===== src/rtl/sd_pkg.sv =====
// sd_pkg: shared constants and types for the SD card SPI-mode blocks.
//   - SPI command/token byte values used by the block reader
//   - error codes reported alongside sd_err
//   - state encoding of the block-read FSM
//   - cmd17_byte(): byte k (1..6) of a CMD17 frame for a given block address
package sd_pkg;

  localparam logic [7:0] CMD17       = 8'h51;
  localparam logic [7:0] TOKEN_START = 8'hFE;
  localparam logic [7:0] DUMMY       = 8'hFF;

  localparam logic [1:0] ERR_R1_TIMEOUT = 2'd0;
  localparam logic [1:0] ERR_R1_NONZERO = 2'd1;
  localparam logic [1:0] ERR_TOKEN      = 2'd2;
  localparam logic [1:0] ERR_NOT_INIT   = 2'd3;

  typedef enum logic [3:0] {
    ST_IDLE,
    ST_CMD,
    ST_R1,
    ST_TOKEN,
    ST_DATA,
    ST_CRC,
    ST_END,
    ST_DONE,
    ST_ERR,
    ST_FAIL
  } rd_state_t;

  // Index 0 is the chip-select-high dummy byte; 1..6 form the command frame.
  // The trailing CRC byte is 0xFF because SPI mode ignores CRC on CMD17.
  function automatic logic [7:0] cmd17_byte(input logic [2:0] idx, input logic [31:0] addr);
    logic [7:0] b;
    case (idx)
      3'd1:    b = CMD17;
      3'd2:    b = addr[31:24];
      3'd3:    b = addr[23:16];
      3'd4:    b = addr[15:8];
      3'd5:    b = addr[7:0];
      default: b = DUMMY;
    endcase
    return b;
  endfunction

endpackage


===== src/rtl/sd_spi_byte.sv =====
// sd_spi_byte: one full-duplex SPI mode-0 byte transfer, MSB first.
// Ports:
//   clk, rst   system clock, asynchronous active-high reset
//   start      begin a byte (ignored while a byte is in flight)
//   tx[7:0]    byte to shift out on sd_mosi
//   sd_miso    serial data from the card, sampled on sd_ck rising
//   rx[7:0]    received byte, complete when done pulses
//   done       1-cycle pulse at the final sd_ck falling edge of the byte
//   sd_ck      SPI clock, idles low, CLK_DIV clk per half-period
//   sd_mosi    serial data to the card, updated on sd_ck falling, idles high
// A byte lasts exactly 16*CLK_DIV clk from the start cycle to done.
module sd_spi_byte #(
  parameter int CLK_DIV = 4
) (
  input  logic       clk,
  input  logic       rst,
  input  logic       start,
  input  logic [7:0] tx,
  input  logic       sd_miso,
  output logic [7:0] rx,
  output logic       done,
  output logic       sd_ck,
  output logic       sd_mosi
);

  localparam int DIV_W = (CLK_DIV > 1) ? $clog2(CLK_DIV) : 1;
  localparam logic [DIV_W-1:0] DIV_MAX = DIV_W'(CLK_DIV - 1);

  logic             run;
  logic [DIV_W-1:0] div;
  logic [3:0]       edge_cnt;
  logic [7:0]       tx_sh;
  logic [7:0]       rx_sh;

  // Shift engine: the first bit is placed on MOSI at start so it is set up
  // a full half-period before the first rising edge. Even edges rise and
  // sample MISO, odd edges fall and advance MOSI; edge 15 ends the byte.
  always_ff @(posedge clk or posedge rst) begin
    if (rst) begin
      run      <= 1'b0;
      div      <= '0;
      edge_cnt <= 4'd0;
      tx_sh    <= 8'hFF;
      rx_sh    <= 8'h00;
      sd_ck    <= 1'b0;
      sd_mosi  <= 1'b1;
      done     <= 1'b0;
    end else begin
      done <= 1'b0;
      if (!run) begin
        if (start) begin
          run      <= 1'b1;
          div      <= '0;
          edge_cnt <= 4'd0;
          tx_sh    <= tx;
          sd_mosi  <= tx[7];
        end
      end else if (div == DIV_MAX) begin
        div      <= '0;
        edge_cnt <= edge_cnt + 4'd1;
        if (!sd_ck) begin
          sd_ck <= 1'b1;
          rx_sh <= {rx_sh[6:0], sd_miso};
        end else begin
          sd_ck <= 1'b0;
          if (edge_cnt == 4'd15) begin
            run     <= 1'b0;
            done    <= 1'b1;
            sd_mosi <= 1'b1;
          end else begin
            tx_sh   <= {tx_sh[6:0], 1'b1};
            sd_mosi <= tx_sh[6];
          end
        end
      end else begin
        div <= div + 1'b1;
      end
    end
  end

  assign rx = rx_sh;

endmodule


===== src/rtl/sd_block_read.sv =====
// sd_block_read: SPI-mode single-block (CMD17) reader for an initialised SD card.
// Ports:
//   clk, rst      system clock, asynchronous active-high reset
//   init_ok       card initialised; requests without it fail with err_code 3
//   sd_ren        1-cycle read request, accepted only when idle
//   sd_addr[31:0] block address, latched on accept
//   busy          high from accept through the done/error pulse
//   sd_ck, sd_mosi, sd_csn, sd_miso   SPI mode-0 bus to the card
//   rd_data[7:0], rd_valid, rd_ready  payload byte stream, held until accepted
//   sd_read_ok    1-cycle pulse when the whole block has been delivered
//   sd_err        1-cycle pulse on abort, err_code[1:0] gives the reason
module sd_block_read
  import sd_pkg::*;
#(
  parameter int CLK_DIV     = 4,
  parameter int BLOCK_BYTES = 512,
  parameter int R1_TRIES    = 8,
  parameter int TOK_TRIES   = 4096
) (
  input  logic        clk,
  input  logic        rst,
  input  logic        init_ok,
  input  logic        sd_ren,
  input  logic [31:0] sd_addr,
  output logic        busy,
  output logic        sd_ck,
  output logic        sd_mosi,
  output logic        sd_csn,
  input  logic        sd_miso,
  output logic [7:0]  rd_data,
  output logic        rd_valid,
  input  logic        rd_ready,
  output logic        sd_read_ok,
  output logic        sd_err,
  output logic [1:0]  err_code
);

  localparam int POLL_MAX = (TOK_TRIES > R1_TRIES) ? TOK_TRIES : R1_TRIES;
  localparam int POLL_W   = $clog2(POLL_MAX + 1);
  localparam logic [POLL_W-1:0] R1_LAST   = POLL_W'(R1_TRIES - 1);
  localparam logic [POLL_W-1:0] TOK_LAST  = POLL_W'(TOK_TRIES - 1);
  localparam logic [POLL_W-1:0] POLL_SAT  = POLL_W'(POLL_MAX);
  localparam logic [9:0]        BLOCK_LAST = 10'(BLOCK_BYTES - 1);

  rd_state_t          state, state_n;
  logic [9:0]         cnt;
  logic [POLL_W-1:0]  poll_cnt;
  logic [31:0]        addr_q;
  logic [1:0]         err_q, err_n;
  logic               csn_q;
  logic [7:0]         rd_data_q;
  logic               rd_valid_q;
  logic               active_q;

  logic               spi_start;
  logic [7:0]         spi_tx;
  logic [7:0]         spi_rx;
  logic               spi_done;

  sd_spi_byte #(.CLK_DIV(CLK_DIV)) u_spi (
    .clk     (clk),
    .rst     (rst),
    .start   (spi_start),
    .tx      (spi_tx),
    .sd_miso (sd_miso),
    .rx      (spi_rx),
    .done    (spi_done),
    .sd_ck   (sd_ck),
    .sd_mosi (sd_mosi)
  );

  // State register.
  always_ff @(posedge clk or posedge rst) begin
    if (rst) state <= ST_IDLE;
    else     state <= state_n;
  end

  // Next state, byte-engine control and error reason. A new SPI byte starts
  // only once the previous one has fully finished (active_q low), and in DATA
  // also only once the consumer has taken the pending byte, so the SPI clock
  // simply stays low while the consumer stalls.
  always_comb begin
    state_n   = state;
    err_n     = err_q;
    spi_start = 1'b0;
    spi_tx    = DUMMY;
    case (state)
      ST_IDLE: begin
        if (sd_ren) begin
          if (init_ok) begin
            state_n = ST_CMD;
          end else begin
            state_n = ST_FAIL;
            err_n   = ERR_NOT_INIT;
          end
        end
      end
      ST_CMD: begin
        spi_tx    = cmd17_byte(cnt[2:0], addr_q);
        spi_start = !active_q;
        if (spi_done && cnt == 10'd6) state_n = ST_R1;
      end
      ST_R1: begin
        spi_start = !active_q;
        if (spi_done) begin
          if (!spi_rx[7]) begin
            if (spi_rx == 8'h00) begin
              state_n = ST_TOKEN;
            end else begin
              state_n = ST_ERR;
              err_n   = ERR_R1_NONZERO;
            end
          end else if (poll_cnt == R1_LAST) begin
            state_n = ST_ERR;
            err_n   = ERR_R1_TIMEOUT;
          end
        end
      end
      ST_TOKEN: begin
        spi_start = !active_q;
        if (spi_done) begin
          if (spi_rx == TOKEN_START) begin
            state_n = ST_DATA;
          end else if (spi_rx != DUMMY || poll_cnt == TOK_LAST) begin
            state_n = ST_ERR;
            err_n   = ERR_TOKEN;
          end
        end
      end
      ST_DATA: begin
        spi_start = !active_q && !rd_valid_q;
        if (rd_valid_q && rd_ready && cnt == BLOCK_LAST) state_n = ST_CRC;
      end
      ST_CRC: begin
        spi_start = !active_q;
        if (spi_done && cnt == 10'd1) state_n = ST_END;
      end
      ST_END: begin
        spi_start = !active_q;
        if (spi_done) state_n = ST_DONE;
      end
      ST_DONE: state_n = ST_IDLE;
      ST_ERR: begin
        spi_start = !active_q;
        if (spi_done) state_n = ST_FAIL;
      end
      ST_FAIL: state_n = ST_IDLE;
      default: state_n = ST_IDLE;
    endcase
  end

  // Datapath: counters, address latch, chip select and the output byte
  // register. Both counters clear on every state change so each phase starts
  // counting from zero.
  always_ff @(posedge clk or posedge rst) begin
    if (rst) begin
      cnt        <= 10'd0;
      poll_cnt   <= '0;
      addr_q     <= 32'd0;
      err_q      <= ERR_R1_TIMEOUT;
      csn_q      <= 1'b1;
      rd_data_q  <= 8'h00;
      rd_valid_q <= 1'b0;
      active_q   <= 1'b0;
    end else begin
      err_q <= err_n;

      if (spi_start)     active_q <= 1'b1;
      else if (spi_done) active_q <= 1'b0;

      // CS drops together with the first command byte, after the dummy byte.
      if (state_n == ST_END || state_n == ST_ERR)
        csn_q <= 1'b1;
      else if (state == ST_CMD && spi_start && cnt != 10'd0)
        csn_q <= 1'b0;

      if (rd_valid_q && rd_ready) begin
        rd_valid_q <= 1'b0;
      end else if (state == ST_DATA && spi_done) begin
        rd_valid_q <= 1'b1;
        rd_data_q  <= spi_rx;
      end

      if (state == ST_IDLE && sd_ren) addr_q <= sd_addr;

      if (state_n != state) begin
        cnt      <= 10'd0;
        poll_cnt <= '0;
      end else begin
        case (state)
          ST_CMD, ST_CRC: if (spi_done) cnt <= cnt + 10'd1;
          ST_DATA: if (rd_valid_q && rd_ready) cnt <= cnt + 10'd1;
          ST_R1, ST_TOKEN: begin
            if (spi_done && poll_cnt != POLL_SAT) poll_cnt <= poll_cnt + 1'b1;
          end
          default: ;
        endcase
      end
    end
  end

  assign busy       = (state != ST_IDLE);
  assign sd_csn     = csn_q;
  assign rd_data    = rd_data_q;
  assign rd_valid   = rd_valid_q;
  assign sd_read_ok = (state == ST_DONE);
  assign sd_err     = (state == ST_FAIL);
  assign err_code   = err_q;

endmodule


===== config.mk =====
export PLATFORM = sky130hd
export DESIGN_NAME = sd_block_read
export DESIGN_NICKNAME = d
export VERILOG_FILES = /design/src/rtl/sd_pkg.sv /design/src/rtl/sd_spi_byte.sv /design/src/rtl/sd_block_read.sv
export SDC_FILE = /design/constraint.sdc
export NUM_CORES = 1
export LEC_CHECK = 0
export ABC_AREA = 1
export CAP_MARGIN = 25
export CORE_ASPECT_RATIO = 1.4
export CORE_UTILIZATION = 51
export CTS_BUF_LIST = sky130_fd_sc_hd__clkbuf_16
export DETAILED_ROUTE_END_ITERATION = 8
export HOLD_SLACK_MARGIN = 0.02
export PLACE_DENSITY_LB_ADDON = 0.05
export SLEW_MARGIN = 20
export SYNTH_ARGS = -nofsm -noshare
export SYNTH_HDL_FRONTEND = slang
export SYNTH_SLANG_ARGS = --single-unit

===== constraint.sdc =====
create_clock -name clk -period 3.1 [get_ports clk]
set_clock_uncertainty 0.05 [all_clocks]
set_input_delay 0.465 -clock clk [delete_from_list [all_inputs] [get_ports clk]]
set_output_delay 0.465 -clock clk [all_outputs]
set_load 0.01 [all_outputs]

* After elaboration in Yosys (flattened, before gate mapping)
Index checks and enable logic that the tools add are counted.
Word-level totals: word-level logic and storage cells 168, bits in registers 97, input bits 38, output and inout bits 17
Cells by class: equality and inequality tests 40, mux-type cells 67, bitwise gates (word level) 2, add/subtract/negate cells 4, reduce and logical (&&, ||, !) cells 38
Operators by type and width (number):
- $mux W4 | 17
- $pmux W8 S5 | 1
- $mux W13 | 3
- $mux W7 | 5
- $pmux W4 S8 | 1
- $mux W10 | 3
- $mux W2 | 12
- $mux W1 | 21
- $eq A4 B3 Y1 const B | 5
- $pmux W10 S2 | 1
- $eq A4 B4 Y1 const B | 4
- $add A13 B1 Y13 const B | 1
- $eq A13 B12 Y1 const B | 1
- $eq A13 B3 Y1 const B | 1
- $ne A13 B13 Y1 const B | 1
- $ne A2 B2 Y1 const B | 6
- $reduce_bool A2 Y1 | 6
- $add A10 B1 Y10 const B | 1
- $eq A10 B1 Y1 const B | 1
- $eq A10 B3 Y1 const B | 1
- $eq A10 B9 Y1 const B | 1
- $logic_and A1 B1 Y1 | 10
- $reduce_bool A10 Y1 | 1
- $ne A3 B2 Y1 const B | 3
- other kinds (29) | 44

* Depth between registers and ports, before layout
Gate-level depths: netlist (run 1).
depth in word-level cells 9, mapped depth 15, gate-level depth less buffers 14

* Cells and area by module
A second synthesis (run 1) with hierarchy kept.
Unflattened totals: cells, all modules 673, area total of the unflattened synthesis 5173.7 µm²
By module, submodules not included:
- sd_block_read | cells an instance 537, times used 1, seq. area each 1803.0 µm², area each 3980.1 µm²
- sd_spi_byte | cells an instance 136, times used 1, seq. area each 635.6 µm², area each 1193.6 µm²

* Least setup slack after synthesis (run 1)
No wires, ideal clock.
kind register -> register, from register cnt[1], to register cnt[7], required time 2.929 ns, data arrival time 1.673 ns, path slack 1.256 ns, path buffers 1, stages on the path, launching flop included 15, clock period less this slack 1.844 ns, setup time 0.121 ns, cell sequence dfrtp_1 -> inv_1 -> ha_1 -> inv_1 -> nor2_1 -> nand2_1 -> o21ai_1 -> inv_1 -> nor2_1 -> nand3_2 -> nand2_1 -> nand2_2 -> nand3_4 -> buf_6 -> nor2_1
On the way: cells in the longest elaborated chain, start to end 7, elaborated cells between the ends (all ways) 20, those cells by class 1 x add/sub; 6 x eq/ne; 8 x mux; 5 x reduce/logical
Ends and longest elaborated chain:
- start: declaration | line sd_block_read.sv:46 | logic [9:0] cnt;
- start signal: assignment | line sd_block_read.sv:191 | ST_CMD, ST_CRC: if (spi_done) cnt <= cnt + 10'd1;
- start signal: assignment | line sd_block_read.sv:192 | ST_DATA: if (rd_valid_q && rd_ready) cnt <= cnt + 10'd1;
- $eq A10 B1 Y1, or another cell as far along | line sd_block_read.sv:136 | if (spi_done && cnt == 10'd1) state_n = ST_END;
- $logic_and A1 B1 Y1, on equally long branches | line sd_block_read.sv:136, sd_block_read.sv:101, sd_block_read.sv:132
- $mux W4, on equally long branches | line sd_block_read.sv:136, sd_block_read.sv:101, sd_block_read.sv:132
- $pmux W4 S8 (*) | line sd_block_read.sv:87 | case (state)
- net state_n[0] | line sd_block_read.sv:45 | rd_state_t state, state_n;
- $ne A4 B4 Y1 (*) | line sd_block_read.sv:186 | if (state_n != state) begin
- $ne A3 B2 Y1 (no line) / $reduce_bool A3 Y1 (equally long branches)
- $reduce_and A3 Y1 (no line)
The timed path passes the listed nets; every way through them passes the cells marked *. The select of a mux whose other input is x is not followed. A chain may end at the register's enable or synchronous reset.

* Worst setup path in the final report (run 1)
from register state[0], to output port sd_err
On the way: cells in the longest elaborated chain, start to end 1
Ends and longest elaborated chain:
- start: declaration | line sd_block_read.sv:45
- start signal: assignment | line sd_block_read.sv:75 | else state <= state_n;
- $eq A4 B4 Y1 | line sd_block_read.sv:207 | assign sd_err = (state == ST_FAIL);
- end: declaration | line sd_block_read.sv:34 | output logic sd_err,
Every way passes these cells.

==> impl_summary.txt, run 1 <==
----------------------------------------------------
[STA]
  Setup Viol. Count Final ... 0
  Period Utilization, post-route ... 76.3%
  Worst slew pin tran ... 0.628 ns
  Final Max Tran Viols ... 0
  FMAX ... 423 MHz
  Post-layout min period ... 2.37 ns
  Max transition margin ... 57.8%
  Setup repair after global routing missed its margin ... false
  Least setup slack across all paths after layout ... 0.734 ns
  Fin Hold WS ... 0.417 ns
  Number of failing hold endpoints at the final stage ... 0
  Setup TNS ... 0 ns

[Cells and area]
  Final instance area ... 5820 um^2
  Filler instances ... 866
  Fraction of final layout cells with drive strength greater than 1 ... 9.10%
  Top library cells by usage in the layout, fill and taps aside ... 126 x sky130_fd_sc_hd__nand2_1, 98 x sky130_fd_sc_hd__nor2_1, 88 x sky130_fd_sc_hd__dfrtp_1
  End-of-flow core utilization ... 61.6%
  Multi-input gate area in the final layout ... 2120 um^2
  Total number of nets in the final design ... 703
  Antenna diode instance count ... 0
  Post-route non-filler standard cell count ... 769
  Signed area change from the synthesized netlist to the final layout ... 17.9%
  Most frequent standard cell in the layout excluding fill and tap cells ... sky130_fd_sc_hd__nand2_1
  Register area ... 2440 um^2

[Floorplan]
  Site Rows ... 42
  Starting density of the core ... 52.2%
  Overall die height ... 118 um
  Area of the die ... 10,100 um^2
  Width of the die ... 85.2 um
  Number of top-level design ports ... 55
  Core area ... 9460 um^2

[Synthesis]
  Yosys top cell area share ... 44.6%
  Number of flops mapped to enable cells by yosys ... 0
  Synthesized cell area ... 4940 um^2
  Mux share of post-synthesis cell area ... 3.19%
  Yosys warning count ... 0
  Combinational family with the most area after synthesis ... simple AND/OR/NAND/NOR gates
  Area fraction in compound gates after synthesis ... 10.7%
  Synth area leader ... sky130_fd_sc_hd__dfrtp_1
  Share of the synthesized netlist area taken by xor and xnor gates ... 2.66%
  Yosys reg bits ... 97
  Primary FF master, synth ... sky130_fd_sc_hd__dfrtp_1
  Unique cell type count in the Yosys netlist ... 38
  Top post-synthesis cells by area ... sky130_fd_sc_hd__dfrtp_1 45%, sky130_fd_sc_hd__nand2_1 9.6%, sky130_fd_sc_hd__nor2_1 7.4%, sky130_fd_sc_hd__inv_1 5.8%, sky130_fd_sc_hd__dfstp_2 4.8%
  Register area share after synthesis ... 49.4%
  Async SR Flop Fraction ... 100%
  Number of instances in the synthesized netlist ... 602
  Post-synthesis share of cell area spent on and, or, nand and nor gates ... 24.0%
  Post-synthesis average cell area ... 8.21 um^2
  Total nets after synthesis ... 650
  Post-synthesis share of cell area spent on full adders, half adders and majority gates ... 2.53%

[Setup path]
  Reg-to-reg setup timing slack ... 0.96 ns
  Critical Path, Cell by Cell ... inv_1 -> nor2_2 -> inv_1 -> nor3_1 -> clkdlybuf4s50_1
  Required time of the critical path ... 2.58 ns
  Largest incremental delay on the critical path ... 0.57 ns
  Largest fanout on the critical path ... 5
  Dominant cell type by count on the critical path ... sky130_fd_sc_hd__inv_1
  Crit Path Category ... reg2out
  Worst Path Arrival ... 1.85 ns
  Reg-to-Reg Start ... cnt[1]$_DFFE_PP0P_
  R2r worst-path depth ... 14
  Sort of element at the end of the critical path ... primary output
  Kind of start point of the critical path ... register
  Slowest stage cell, crit path ... sky130_fd_sc_hd__clkdlybuf4s50_1
  Capture point of the worst reg-to-reg path ... poll_cnt[5]$_DFFE_PP0P_

[Global route]
  Number of antenna violations at the first check in global routing ... 0
  Number of global-route vias before repair ... 3,897
  First-pass GRT wire length ... 17,800 um
  Total track usage ... 22.5%
  Largest net degree at the start of global routing ... 98
  Final global-route overflow total ... 0

[Power]
  Internal Dissipation ... 2.71 mW
  Clock network fraction of total power ... 23.7%
  Power Total ... 4.10 mW
  Combinational cell fraction of total power ... 29.9%
  Switching component of the power ... 1.39 mW
  Sequential Power Share ... 46.4%
  Net Sw Frac ... 33.9%
  Leakage ... 2.77 nW
  Pwr per Cell Area ... 704 nW/um^2
  IR Drop Worst-Case VDD ... 0.430 mV

[Clock network]
  Maximum root-to-sink buffer count ... 2
  CTS H-tree depth ... 3
  Number of clock sinks ... 97
  Number of buffers created by CTS ... 9
  Clock network latency to the later pin of the worst-skew pair ... 0.34 ns
  Post-CTS Hold Fix Bufs ... 0
  Total setup buffers inserted after CTS ... 0
  Clock slew seen by the registers of the worst setup and hold paths ... 0.06 ns
  CTS Root Cell ... sky130_fd_sc_hd__clkbuf_16
  Post-cts sizing count ... 0
  TritonCTS clock tree ... built

[Detailed routing]
  Vias per cell ... 5.16
  Final wirelength ... 10,200 um
  Post-detailed-route DRC marker count ... 0
  Total via count after detailed routing ... 3,969
  Final antenna-violating net count ... 0
  Routed wirelength normalized by instance count ... 13.2 um
  Initial DRT Pass Iterations ... 4
  Number of design-rule violations left by the first detailed-router iteration ... 256

[Worst hold path]
  Startpoint of the lowest-slack hold path ... rd_data[4]$_DFFE_PP0P_
  Type of the most critical hold path ... reg2reg
  Min-Delay Path Depth ... 2
  Worst hold endpoint ... rd_data[4]$_DFFE_PP0P_

[Placement]
  Gp weighted congestion ... 0.876
  Number of cells after detailed placement ... 754
  Port buffer count ... 54
  Minimum setup slack after placement ... 0.834 ns
  DP Wirelength ... 7580 um
  Placed Instance Area ... 5570 um^2

[Job]
  Max-cap violations ... 0

[Run status]
  Status ... finished, final reports clean

----------------------------------------------------
## logic make-up after synthesis
| logic type | count (synthesis) |
|---|---|
| compound gates | 91 |
| xor+xnor | 15 |
| simple gates | 281 |
| flops | 97 |
| buf+inv | 94 |
| fa+ha+maj | 10 |
| mux | 14 |
## sequential cells by signal (all words and copies together), names as in the netlist
register	count
poll_cnt	13
rd_data	8
u_spi.edge_cnt	4
u_spi.done	1
active_q	1
rd_valid	1
u_spi.tx_sh	7
err_code	2
cnt	10
u_spi.div	2
sd_csn	1
u_spi.run	1
u_spi.sd_ck	1
addr_q	32
state	4
u_spi.sd_mosi	1
u_spi.rx	8
## worst max-delay path: cells and delay by family, from the launching register on
| family | cells | cell delay [ns] |
|---|---|---|
| buffers and inverters | 3 | 0.77 |
| flip-flops | 1 | 0.45 |
| AND/OR/NAND/NOR | 2 | 0.30 |
## worst max path at each step
| stage | cells after the start | startpoint | endpoint | slack, ns |
|---|---|---|---|---|
| after global routing | 5 | state[0]$_DFF_PP0_ | sd_err | 0.64 |
| after floorplan | 1 | rst | active_q$_DFFE_PP0P_ | 0.07 |
| after detailed placement | 13 | rd_ready | poll_cnt[5]$_DFFE_PP0P_ | 0.83 |
| final | 5 | state[0]$_DFF_PP0_ | sd_err | 0.73 |
| after CTS | 5 | state[0]$_DFF_PP0_ | sd_err | 0.78 |
| after global placement | 13 | rd_ready | cnt[1]$_DFFE_PP0P_ | 0.90 |
## cells in the mapped netlist (2+ instances only)
master	count
sky130_fd_sc_hd__o22ai_1	7
sky130_fd_sc_hd__dfrtp_1	88
sky130_fd_sc_hd__inv_2	3
sky130_fd_sc_hd__a211oi_1	5
sky130_fd_sc_hd__nand3_1	22
sky130_fd_sc_hd__o21ai_2	2
sky130_fd_sc_hd__nand3_2	2
sky130_fd_sc_hd__buf_2	5
sky130_fd_sc_hd__nand4_1	8
sky130_fd_sc_hd__nand2_2	3
sky130_fd_sc_hd__clkbuf_1	4
sky130_fd_sc_hd__dfstp_2	9
sky130_fd_sc_hd__nor2_1	98
sky130_fd_sc_hd__xor2_1	13
sky130_fd_sc_hd__inv_1	77
sky130_fd_sc_hd__buf_1	2
sky130_fd_sc_hd__nor2_2	10
sky130_fd_sc_hd__xnor2_1	2
sky130_fd_sc_hd__o21ai_1	5
sky130_fd_sc_hd__a221oi_1	2
sky130_fd_sc_hd__nor3_1	9
sky130_fd_sc_hd__nand2_1	126
sky130_fd_sc_hd__buf_6	2
sky130_fd_sc_hd__mux2_2	14
sky130_fd_sc_hd__a21oi_1	25
sky130_fd_sc_hd__a22o_1	2
sky130_fd_sc_hd__o21ai_0	34
sky130_fd_sc_hd__ha_1	10
sky130_fd_sc_hd__o21bai_1	4
## layer usage
| metal | part of all wire (%) | up-vias | routed length, um | track usage (%) |
|---|---|---|---|---|
| li1 | - | 2027 | - | - |
| met3 | 3.5 | 19 | 353 | 4.96 |
| met4 | 3.7 | 0 | 372 | 11.1 |
| met2 | 51 | 76 | 5140 | 37.3 |
| met5 | 0 | - | 0 | 0 |
| met1 | 42 | 1847 | 4290 | 27.5 |
## final cells by class
| class | instances | area share [%] |
|---|---|---|
| clock inverters | 6 | 0.473 |
| repair buffers | 56 | 9.76 |
| inverters | 80 | 5.18 |
| multi-input cells | 411 | 36.5 |
| clock buffers | 9 | 3.87 |
| flip-flops and latches | 97 | 41.9 |
| well taps | 110 | 2.36 |
## power groups by stage
| stage | registers (mW) | logic [mW] | clock network [mW] |
|---|---|---|---|
| final | 1.90 | 1.23 | 0.971 |
| after global routing | 1.95 | 1.41 | 1.05 |
| after CTS | 1.90 | 1.24 | 0.992 |
| after detailed placement | 1.92 | 1.24 | 0 |
| after global placement | 1.90 | 1.19 | 0 |
| after floorplan | 1.87 | 0.967 | 0 |
(Power assumes the default switching activity.)
==> run 2: changes to the inputs <==
- CORE_UTILIZATION: 51 -> 56
- clock period: 3.1 -> 2.4 ns (I/O delays scaled with it)
==> run 2 against run 1 <==
Compared with the run above: via count grew 1.4%; combinational power rose by 29%; cell count unchanged; count of clock-buffer cells in the layout unchanged; total power rose by 36%; first-iteration DRC count fell by 15%.
==> impl_summary.txt, run 2 (synthesized netlist as in run 1, its figures left out) <==
----------------------------------------------------
[Cells and area]
  Largest register FFs ... 32 (unchanged)
  Antenna diode instance count ... 0 (unchanged)
  Post-route non-filler standard cell count ... 769 (unchanged)
  Reg with most FFs ... addr_q
  Registers with the most flip-flops ... addr_q: 32 flops, poll_cnt: 13 flops, cnt: 10 flops
  Filler instances ... 662 (-24%)
  Total number of nets in the final design ... 707 (+0.57%)
  Fraction of final layout cells with drive strength greater than 1 ... 10.4% (+1.3 points)
  Most frequent standard cell in the layout excluding fill and tap cells ... sky130_fd_sc_hd__nand2_1
  Signed area change from the synthesized netlist to the final layout ... 19.8%
  Top library cells by usage in the layout, fill and taps aside ... 126 x sky130_fd_sc_hd__nand2_1, 97 x sky130_fd_sc_hd__nor2_1, 88 x sky130_fd_sc_hd__dfrtp_1

[Placement]
  DP Wirelength ... 7680 um (+1.4%)
  Number of cells after detailed placement ... 753 (-0.13%)
  Port buffer count ... 54 (unchanged)
  Gp weighted congestion ... 0.905 (+3.3%)

[Setup path]
  CP Buf/Inv Count ... 3 (unchanged)
  Largest incremental delay on the critical path ... 0.56 ns (about the same)
  Kind of start point of the critical path ... register
  Sort of element at the end of the critical path ... primary output
  Largest fanout on the critical path ... 5 (unchanged)
  Crit-path leading delay family ... buffers and inverters
  Required time of the critical path ... 1.99 ns (-0.59 ns)
  Dominant cell type by count on the critical path ... sky130_fd_sc_hd__inv_1
  Slowest stage cell, crit path ... sky130_fd_sc_hd__clkdlybuf4s50_1
  Crit Path Category ... reg2out
  Worst Path Arrival ... 1.81 ns (-0.04 ns)
  Critical Path, Cell by Cell ... inv_1 -> nor2_2 -> inv_1 -> nor3_1 -> clkdlybuf4s50_1

[STA]
  Worst slew pin tran ... 0.491 ns (-0.138 ns)
  Setup Viol. Count Final ... 0 (unchanged)
  Post-layout min period ... 2.22 ns
  Setup repair after global routing missed its margin ... false
  Fin Hold WS ... 0.330 ns (-0.0875 ns)
  Number of failing hold endpoints at the final stage ... 0 (unchanged)
  Period Utilization, post-route ... 92.3%
  FMAX ... 451 MHz
  Final Max Tran Viols ... 0 (unchanged)
  Max transition margin ... 67.3% (+9.5 points)
  Setup TNS ... 0 ns (unchanged)

[Global route]
  Number of global-route vias before repair ... 3,904 (+0.18%)
  Total track usage ... 24.9% (+2.4 points)
  First-pass GRT wire length ... 17,400 um (-2.3%)
  Final global-route overflow total ... 0 (unchanged)
  Number of antenna violations at the first check in global routing ... 0 (unchanged)
  Largest net degree at the start of global routing ... 52 (-47%)

[Floorplan]
  Starting density of the core ... 57.7% (+5.5 points)
  Overall die height ... 113 um (-4.5%)
  Core area ... 8560 um^2 (-9.5%)
  Number of top-level design ports ... 55 (unchanged)
  Site Rows ... 40 (-4.8%)
  Area of the die ... 9210 um^2 (-8.8%)
  Width of the die ... 81.4 um (-4.5%)

[Power]
  Clock network fraction of total power ... 27.5% (+3.8 points)
  Combinational cell fraction of total power ... 28.5% (-1.4 points)
  Power Total ... 5.59 mW (+36%)
  Net Sw Frac ... 33.0% (-0.86 points)
  Internal Dissipation ... 3.74 mW (+38%)
  Switching component of the power ... 1.84 mW (+33%)
  Pwr per Cell Area ... 944 nW/um^2 (+34%)
  Leakage ... 2.83 nW (+1.9%)
  Sequential Power Share ... 44.0% (-2.4 points)
  IR Drop Worst-Case VDD ... 0.559 mV (+30%)

[Clock network]
  TritonCTS clock tree ... built
  Total setup buffers inserted after CTS ... 0 (unchanged)
  Clock slew seen by the registers of the worst setup and hold paths ... 0.07 ns (about the same)
  CTS Root Cell ... sky130_fd_sc_hd__clkbuf_16
  Post-cts sizing count ... 0 (unchanged)
  Number of clock sinks ... 97 (unchanged)
  Number of buffers created by CTS ... 9 (unchanged)
  Maximum root-to-sink buffer count ... 2 (unchanged)
  Clock network latency to the later pin of the worst-skew pair ... 0.35 ns (about the same)
  Post-CTS Hold Fix Bufs ... 0 (unchanged)
  CTS H-tree depth ... 3 (unchanged)

[Worst hold path]
  Type of the most critical hold path ... in2async

[Run status]
  Status ... finished, final reports clean

[Detailed routing]
  Total via count after detailed routing ... 4,023 (+1.4%)
  Final wirelength ... 10,300 um (+1.2%)
  Vias per cell ... 5.23 (+1.4%)
  Initial DRT Pass Iterations ... 4 (unchanged)
  Post-detailed-route DRC marker count ... 0 (unchanged)
  Routed wirelength normalized by instance count ... 13.4 um (+1.2%)
  Final antenna-violating net count ... 0 (unchanged)
  Number of design-rule violations left by the first detailed-router iteration ... 217 (-15%)

[Job]
  Max-cap violations ... 0 (unchanged)

----------------------------------------------------
==> run 2: changes by cell type in the layout (fill, tap and decap cells not counted) <==
cell,delta
sky130_fd_sc_hd__nor2_1,-1
sky130_fd_sc_hd__bufinv_16,+2
sky130_fd_sc_hd__clkinv_4,+2
sky130_fd_sc_hd__clkinv_2,-1
sky130_fd_sc_hd__nor2_2,+1
sky130_fd_sc_hd__inv_6,+1
sky130_fd_sc_hd__clkinv_1,-3
sky130_fd_sc_hd__buf_4,+4
==> run 2: area by class of cell <==
type / instances / area [um^2] / share of cell area (%)
Sequential cell: 97 / 2440 / 41.2
Multi-Input combinational cell: 411 / 2130 / 35.9
Timing Repair Buffer: 60 / 598 / 10.1
Inverter: 80 / 304 / 5.14
Clock buffer: 9 / 225 / 3.80
Tap cell: 105 / 131 / 2.22
Clock inverter: 7 / 95.1 / 1.61
==> run 2: worst paths after layout <==
| check | to | cells past startpoint | slack, ns | from |
|---|---|---|---|---|
| worst max-delay path | sd_err | 5 | 0.18 | state[0]$_DFF_PP0_ |
| worst min-delay path | u_spi.edge_cnt[3]$_DFFE_PP0P_ | 2 | 0.33 | rst |
| worst max register to register | cnt[7]$_DFFE_PP0P_ | 13 | 0.27 | cnt[0]$_DFFE_PP0P_ |
| worst min register to register | rd_data[4]$_DFFE_PP0P_ | 2 | 0.43 | rd_data[4]$_DFFE_PP0P_ |
| max in group asynchronous | sd_csn$_DFFE_PP1P_ | 3 | 1.36 | rst |
| min in group clk | rd_data[4]$_DFFE_PP0P_ | 2 | 0.43 | rd_data[4]$_DFFE_PP0P_ |
==> run 2: power by group through the flow <==
stage,Clock [mW],Combinational [mW],Sequential [mW]
global placement,0,1.54,2.45
detailed placement,0,1.60,2.48
finish,1.54,1.59,2.46
floorplan,0,1.25,2.42
global route,1.62,1.84,2.50
CTS,1.56,1.62,2.45
==> run 2: metrics by stage <==
step	setup slack, ns	instance area (um^2)	utilization [%]
floorplan	0.556	4940	-
global placement	0.323	5600	65.4
detailed placement	0.269	5600	65.4
CTS	0.203	5920	69.1
global route	0.0223	5920	69.2
finish	0.185	5920	69.2
==> run 2: worst reg2reg max path: stages (launching register included) <==
cell and delay, ns:
sky130_fd_sc_hd__dfrtp_1 0.46, sky130_fd_sc_hd__inv_1 0.10, sky130_fd_sc_hd__ha_1 0.24, sky130_fd_sc_hd__nand2_1 0.08
sky130_fd_sc_hd__inv_1 0.04, sky130_fd_sc_hd__nand2_1 0.08, sky130_fd_sc_hd__nor2_1 0.05, sky130_fd_sc_hd__nand2_1 0.06
sky130_fd_sc_hd__nand2_1 0.07, sky130_fd_sc_hd__nor2_1 0.17, sky130_fd_sc_hd__nand4_1 0.10, sky130_fd_sc_hd__nand2_1 0.11
sky130_fd_sc_hd__nand3_4 0.25, sky130_fd_sc_hd__nor2_1 0.19
==> run 2: per-layer routing <==
layer	vias up	global-route usage [%]	wire length [um]
met3	18	2.50	278
met1	1887	29.0	4280
met2	74	43.6	5400
met4	0	13.9	323
met5	-	0	0
li1	2044	-	-
